### config.mk
export PLATFORM = sky130hd
export DESIGN_NAME = memory_stage
export DESIGN_NICKNAME = d
export VERILOG_FILES = /design/src/rtl/memory_stage_pkg.sv /design/src/rtl/memory_stage_align.sv /design/src/rtl/memory_stage.sv
export SDC_FILE = /design/constraint.sdc
export NUM_CORES = 1
export LEC_CHECK = 0
export ABC_AREA = 1
export CAP_MARGIN = 10
export CORE_ASPECT_RATIO = 0.7
export CORE_MARGIN = 2
export CORE_UTILIZATION = 35
export DETAILED_ROUTE_END_ITERATION = 10
export GPL_TIMING_DRIVEN = 0
export SYNTH_ARGS = -nofsm -noshare
export SYNTH_HDL_FRONTEND = slang
export SYNTH_SLANG_ARGS = --single-unit
### constraint.sdc
create_clock -name clk -period 4.9 [get_ports clk]
set_input_delay 0.735 -clock clk [delete_from_list [all_inputs] [get_ports clk]]
set_output_delay 0.735 -clock clk [all_outputs]
set_load 0.01 [all_outputs]
### src/rtl/memory_stage_pkg.sv
// Shared types for the memory stage: operation codes, data-bus request and
// response records, the E/M and M/W pipeline records, and the op
// classification helpers used by the stage and its alignment unit.
package memory_stage_pkg;

  typedef logic [63:0] word_t;
  typedef logic [63:0] addr_t;
  typedef logic [4:0]  creg_addr_t;

  typedef enum logic [4:0] {
    OP_NOP, OP_ADD, OP_SUB, OP_AND, OP_OR,
    OP_LB, OP_LH, OP_LW, OP_LD, OP_LBU, OP_LHU, OP_LWU,
    OP_SB, OP_SH, OP_SW, OP_SD
  } op_t;

  typedef struct packed {
    op_t  op;
    logic regWrite;
  } control_t;

  // Log2 of the access width in bytes.
  typedef enum logic [2:0] {
    MSIZE1 = 3'd0,
    MSIZE2 = 3'd1,
    MSIZE4 = 3'd2,
    MSIZE8 = 3'd3
  } msize_t;

  typedef logic [7:0] strobe_t;

  typedef enum logic {
    MEM_IDLE,
    MEM_REQ
  } mem_state_t;

  typedef struct packed {
    logic    valid;
    addr_t   addr;
    msize_t  size;
    strobe_t strobe;
    word_t   data;
  } dbus_req_t;

  typedef struct packed {
    logic  addr_ok;
    logic  data_ok;
    word_t data;
  } dbus_resp_t;

  typedef struct packed {
    word_t      pc;
    control_t   ctl;
    creg_addr_t dst;
    word_t      result;
    addr_t      memory_address;
    logic       is_bubble;
  } execute_data_t;

  typedef struct packed {
    word_t      pc;
    control_t   ctl;
    creg_addr_t dst;
    word_t      result;
    logic       is_bubble;
    addr_t      mem_addr;
  } memory_data_t;

  function automatic logic is_load(input op_t op);
    return op inside {OP_LB, OP_LH, OP_LW, OP_LD, OP_LBU, OP_LHU, OP_LWU};
  endfunction

  function automatic logic is_store(input op_t op);
    return op inside {OP_SB, OP_SH, OP_SW, OP_SD};
  endfunction

  function automatic logic is_mem_op(input op_t op);
    return is_load(op) || is_store(op);
  endfunction

endpackage

### src/rtl/memory_stage_align.sv
// mem_align: combinational byte-lane alignment for the data bus.
//   op           : memory operation being issued
//   addrLow      : byte offset of the access within the doubleword
//   wdata        : store source value (rs2)
//   rdata        : doubleword returned by the bus
//   size         : access size encoding for the request
//   strobe       : byte-enable mask (zero for loads)
//   wdataShifted : store data placed on its byte lanes (zero for loads)
//   rdataExt     : load value moved to bit 0 and sign/zero extended
module mem_align
  import memory_stage_pkg::*;
(
  input  op_t        op,
  input  logic [2:0] addrLow,
  input  word_t      wdata,
  input  word_t      rdata,
  output msize_t     size,
  output strobe_t    strobe,
  output word_t      wdataShifted,
  output word_t      rdataExt
);

  logic [5:0] bitOffset;
  strobe_t    baseMask;
  word_t      rdataShifted;

  logic signed [7:0]  loadByte;
  logic signed [15:0] loadHalf;
  logic signed [31:0] loadWord;

  assign bitOffset = {addrLow, 3'b000};

  always_comb begin
    size     = MSIZE8;
    baseMask = 8'hFF;
    case (op)
      OP_LB, OP_LBU, OP_SB: begin
        size     = MSIZE1;
        baseMask = 8'h01;
      end
      OP_LH, OP_LHU, OP_SH: begin
        size     = MSIZE2;
        baseMask = 8'h03;
      end
      OP_LW, OP_LWU, OP_SW: begin
        size     = MSIZE4;
        baseMask = 8'h0F;
      end
      default: ;
    endcase
  end

  // Lanes shifted past bit 63 / strobe bit 7 fall off; alignment is assumed.
  assign strobe       = is_store(op) ? (baseMask << addrLow) : 8'h00;
  assign wdataShifted = is_store(op) ? (wdata << bitOffset) : '0;

  assign rdataShifted = rdata >> bitOffset;
  assign loadByte     = rdataShifted[7:0];
  assign loadHalf     = rdataShifted[15:0];
  assign loadWord     = rdataShifted[31:0];

  always_comb begin
    rdataExt = '0;
    case (op)
      OP_LB:   rdataExt = {{56{loadByte[7]}}, loadByte};
      OP_LH:   rdataExt = {{48{loadHalf[15]}}, loadHalf};
      OP_LW:   rdataExt = {{32{loadWord[31]}}, loadWord};
      OP_LBU:  rdataExt = {56'd0, rdataShifted[7:0]};
      OP_LHU:  rdataExt = {48'd0, rdataShifted[15:0]};
      OP_LWU:  rdataExt = {32'd0, rdataShifted[31:0]};
      OP_LD:   rdataExt = rdataShifted;
      default: rdataExt = '0;
    endcase
  end

endmodule

### src/rtl/memory_stage.sv
// memory_stage: pipeline memory stage and owner of the M/W register.
//   clk    : system clock
//   reset  : synchronous, active-high
//   dataE  : record from the execute stage (stores carry rs2 in result)
//   dreq   : data-bus request, driven solely from the request registers
//   dresp  : data-bus response; data is taken only when data_ok is high
//   dataM  : registered record for writeback
//   stallM : upstream must hold dataE while high
// Non-memory ops pass through in one cycle. A memory op is captured in IDLE,
// its request is held in REQ until data_ok, and the result lands in dataM
// on the following edge.
module memory_stage
  import memory_stage_pkg::*;
(
  input  logic          clk,
  input  logic          reset,
  input  execute_data_t dataE,
  output dbus_req_t     dreq,
  input  dbus_resp_t    dresp,
  output memory_data_t  dataM,
  output logic          stallM
);

  mem_state_t state, stateNext;

  word_t      reqPc_p1;
  control_t   reqCtl_p1;
  creg_addr_t reqDst_p1;
  addr_t      reqAddr_p1;
  word_t      reqWdata_p1;
  logic       vld_p1;

  logic    isMemOp;
  msize_t  alignSize;
  strobe_t alignStrobe;
  word_t   alignWdata;
  word_t   loadData;

  // Handshake acceptance is judged on data_ok alone.
  logic unusedAddrOk;
  assign unusedAddrOk = dresp.addr_ok;

  assign isMemOp = !dataE.is_bubble && is_mem_op(dataE.ctl.op);
  assign vld_p1  = (state == MEM_REQ);

  mem_align uAlign (
    .op           (reqCtl_p1.op),
    .addrLow      (reqAddr_p1[2:0]),
    .wdata        (reqWdata_p1),
    .rdata        (dresp.data),
    .size         (alignSize),
    .strobe       (alignStrobe),
    .wdataShifted (alignWdata),
    .rdataExt     (loadData)
  );

  always_ff @(posedge clk) begin
    if (reset) begin
      state <= MEM_IDLE;
    end else begin
      state <= stateNext;
    end
  end

  always_comb begin
    stateNext = state;
    stallM    = 1'b0;
    case (state)
      MEM_IDLE: begin
        if (isMemOp) begin
          stallM    = 1'b1;
          stateNext = MEM_REQ;
        end
      end
      MEM_REQ: begin
        if (dresp.data_ok) begin
          stateNext = MEM_IDLE;
        end else begin
          stallM = 1'b1;
        end
      end
      default: stateNext = MEM_IDLE;
    endcase
  end

  always_comb begin
    dreq.valid  = vld_p1;
    dreq.addr   = reqAddr_p1;
    dreq.size   = alignSize;
    dreq.strobe = alignStrobe;
    dreq.data   = alignWdata;
  end

  // ---- E/M boundary: request registers, loaded only when an op is accepted
  always_ff @(posedge clk) begin
    if (reset) begin
      reqPc_p1    <= '0;
      reqCtl_p1   <= '0;
      reqDst_p1   <= '0;
      reqAddr_p1  <= '0;
      reqWdata_p1 <= '0;
    end else if (state == MEM_IDLE && isMemOp) begin
      reqPc_p1    <= dataE.pc;
      reqCtl_p1   <= dataE.ctl;
      reqDst_p1   <= dataE.dst;
      reqAddr_p1  <= dataE.memory_address;
      reqWdata_p1 <= dataE.result;
    end
  end

  // ---- M/W boundary: bubble while a request is outstanding
  always_ff @(posedge clk) begin
    if (reset) begin
      dataM           <= '0;
      dataM.is_bubble <= 1'b1;
    end else begin
      case (state)
        MEM_IDLE: begin
          if (isMemOp) begin
            dataM           <= '0;
            dataM.is_bubble <= 1'b1;
          end else begin
            dataM.pc        <= dataE.pc;
            dataM.ctl       <= dataE.ctl;
            dataM.dst       <= dataE.dst;
            dataM.result    <= dataE.result;
            dataM.is_bubble <= dataE.is_bubble;
            dataM.mem_addr  <= '0;
          end
        end
        MEM_REQ: begin
          if (dresp.data_ok) begin
            dataM.pc        <= reqPc_p1;
            dataM.ctl       <= reqCtl_p1;
            dataM.dst       <= reqDst_p1;
            dataM.result    <= is_load(reqCtl_p1.op) ? loadData : '0;
            dataM.is_bubble <= 1'b0;
            dataM.mem_addr  <= reqAddr_p1;
          end else begin
            dataM           <= '0;
            dataM.is_bubble <= 1'b1;
          end
        end
        default: begin
          dataM           <= '0;
          dataM.is_bubble <= 1'b1;
        end
      endcase
    end
  end

endmodule

==> impl_metrics.yaml <==
run_status:
  status: "finished, final reports clean"
finish:
  fin_nets: 3389
  drive_gt1_share_pct: 6.33
  nFillCells: 4982
  syn_to_final_growth_pct: 47.4
  fin_util_pct: 52.0
drt:
  routed_via_density: 5.44
  first_iter_violations: 2114
  drt-total-wl_um: 97400
  dr.pass1.iters: 6
  drc: 0
  final_antenna_net_count: 0
  num_vias: 20800
  avgRoutedWirePerCell_um: 25.5
timing:
  slew_headroom_pct: 26.0
  finalHoldViolCount: 0
  setup_tns_ns: 0
  worstMarginPinSlew_ns: 1.11
  min_period_ns: 4.53
  fin_ws_ns: 0.368
  rsz0062_at_grt: "no"
  drv_slew: 0
  finalSetupViolations: 0
  period_share_pct: 92.5
  skew_ns: 0.0314
  fin_hold_ws_ns: 0.451
  fmax_ghz: 0.221
clock_network:
  clk_pin_slew_worst_paths_ns: 0.06
  cts_setup_buffers: 0
  cts_made_buffers: 42
  clk_latency_ns: 0.60
  cts_tree: "done"
  cts_resized: 0
  clockBufferDepth: 3
  cts.hold.buffers_added: 0
  cts_max_level: 2
  cts_sinks: 408
  cts-root-buf: "clkbuf_16"
global_routing:
  grt.overflow.total: 0
  track_usage_pct: 35.5
  antenna_found_initial: 6
  grt_pass1_vias: 20000
  grt_max_degree: 15
  grt_pass1_wl_um: 136000
setup_path:
  worstPathRequired_ns: 4.16
  crit_path_end_kind: "primary output"
  cp_cell_sequence: "buf_2, buf_4, buf_4, buf_4, o211ai_1, a221oi_1, clkdlybuf4s50_1"
  slowest_stage: "a221oi_1"
  r2r_cells: 10
  r2r-end: "dataM[85]"
  crit_top_cell: "buf_4"
  worstPathArrival_ns: 3.80
  path_class: "flop to primary output"
  cp_max_fo: 10
  cpPeakStageDelay_ns: 0.75
  r2r-start: "reqAddr_p1[0]"
  cp-start-kind: "flop"
  r2r_slack_ns: 2.27
worst_hold_path:
  min-delay-path-class: "flop to flop"
  hold_end: "dataM[11]"
  hold_depth: 2
  min_from: "reqAddr_p1[11]"
synth:
  synth_compound_area_share_pct: 19.3
  yosys.area_share.simple_pct: 23.5
  synth_seq_area_share_pct: 45.7
  synth_top_family_by_area: "simple AND/OR/NAND/NOR gates"
  syn_area_per_cell_um2: 7.26
  syn-cell-area_um2: 17900
  yosysUniqueCellTypes: 36
  synth_xor_area_share_pct: 0
  syn_inst: 2459
  syn-num-nets: 2731
  synth_fa_ha_area_share_pct: 0
  yosys_warnings: 0
  synthMuxAreaShare_pct: 0.561
  ys_ff_latch: 408
pwr:
  ir_drop_v: 0.000240
  p_leak_nw: 10.4
  powerDensity_nw_per_um2: 329
die:
  rows: 69
  core_area_um2: 50600
  io_pins: 617
  die_w_um: 274
  start_util_pct: 35.3
  die_h_um: 193
  die-area_um2: 52900
placed_design:
  gp_congestion: 0.987
  port_buffers: 614
  dp_hpwl_um: 79400
  dp_slack_ns: 0.767
job:
  drv_cap: 0
[per-stage QoR]
step	area, µm²	total power [mW]	cells
global route	26300	8.93	3822
detailed placement	24800	5.22	3747
floorplan	17900	4.32	2459
global placement	24800	5.22	3747
CTS	26300	8.65	3820
finish	26300	8.66	3822
[sequential cells by signal (all words and copies together) (netlist names)]
register	cells
dataM	204
reqAddr_p1	64
reqCtl_p1	6
reqDst_p1	5
reqPc_p1	64
reqWdata_p1	64
state	1
[area by class of cell]
type / instances / area (µm²) / area share [%]
Antenna cell: 2 / 5.00 / 0.0190
Buffer: 212 / 1020 / 3.87
Clock buffer: 57 / 1240 / 4.71
Clock inverter: 16 / 236 / 0.898
Inverter: 247 / 930 / 3.53
Multi-Input combinational cell: 1592 / 7740 / 29.4
Sequential cell: 408 / 8170 / 31.0
Tap cell: 674 / 843 / 3.20
Timing Repair Buffer: 614 / 6150 / 23.3
[cells by family after synthesis]
group | Yosys count
AND/OR/NAND/NOR | 971
multiplexers | 10
flip-flops | 408
buffers and inverters | 459
other | 1
AO/OA/AOI/OAI | 610
[cell usage in the layout (no fill, tap or decap), types with 2 or more instances in the layout]
| cell type | n |
|---|---|
| clkdlybuf4s50_1 | 614 |
| nand2_1 | 422 |
| dfxtp_1 | 408 |
| o21ai_0 | 303 |
| nor2_1 | 239 |
| inv_1 | 237 |
| nand3_1 | 197 |
| a21oi_1 | 153 |
| clkbuf_1 | 110 |
| a211oi_1 | 85 |
| nand4_1 | 79 |
| buf_2 | 70 |
| clkbuf_16 | 43 |
| o211ai_1 | 34 |
| buf_4 | 18 |
| a221oi_1 | 14 |
| or2_2 | 14 |
| clkbuf_8 | 11 |
| mux2i_1 | 10 |
| buf_6 | 9 |
| inv_2 | 8 |
| buf_1 | 8 |
| o21ai_1 | 8 |
| and2_1 | 8 |
| a22oi_1 | 7 |
| clkinv_2 | 6 |
| nor2_2 | 5 |
| bufinv_16 | 4 |
| nor3_1 | 3 |
| diode_2 | 2 |
| a31oi_1 | 2 |
[cells in the mapped netlist, drive strengths merged]
cell / number / area, µm²
or2: 14 / 87.6
o21ai: 311 / 1560
o31ai: 1 / 7.51
a221oi: 14 / 123
inv: 246 / 926
and2: 8 / 50.1
a22oi: 7 / 52.6
o22ai: 1 / 6.26
clkinv: 1 / 3.75
nand3: 198 / 996
clkbuf: 107 / 402
a31oi: 3 / 25.0
a32o: 1 / 10.0
nand3b: 2 / 18.8
nor2: 245 / 948
a211oi: 85 / 638
nand2: 422 / 1580
a21oi: 153 / 766
mux2i: 10 / 100
o211ai: 34 / 255
buf: 105 / 617
dfxtp: 408 / 8170
nand4: 79 / 494
nor3: 3 / 15.0
conb: 1 / 3.75
[worst max-delay path by stage]
stage | startpoint | to | slack (ns) | depth (start not counted)
4_1_cts | reqAddr_p1[0] | dreq[53] | 0.50 | 7
3_3_place_gp | dataE[136] | stallM | 0.75 | 11
3_5_place_dp | dataE[136] | stallM | 0.77 | 11
5_1_grt | reqAddr_p1[0] | dreq[57] | 0.35 | 8
6_report | reqAddr_p1[0] | dreq[53] | 0.37 | 7
2_1_floorplan | dataE[135] | stallM | 2.49 | 9
[per-layer routing]
layer / vias to the layer above / track usage [%] / share of wire (%)
li1: 9469 / - / -
met1: 9987 / 46.7 / 42
met2: 1136 / 55.5 / 44
met3: 199 / 9.88 / 10
met4: 2 / 13.5 / 4.0
met5: - / 0 / 0.013
[worst max-delay path, delay by kind of cell, from the launching register on]
family          cells  cell delay (ns)
compound gates      2             0.87
flops               1             0.59
buf+inv             5             1.72
[power breakdown]
part	switching (mW)	total (mW)	leakage (nW)	internal, mW
Combinational	0.964	1.61	6.31	0.646
Clock	1.46	3.46	0.729	2.00
Sequential	0.0812	3.58	3.35	3.50
No activity file was read; power rests on OpenSTA's default activity.
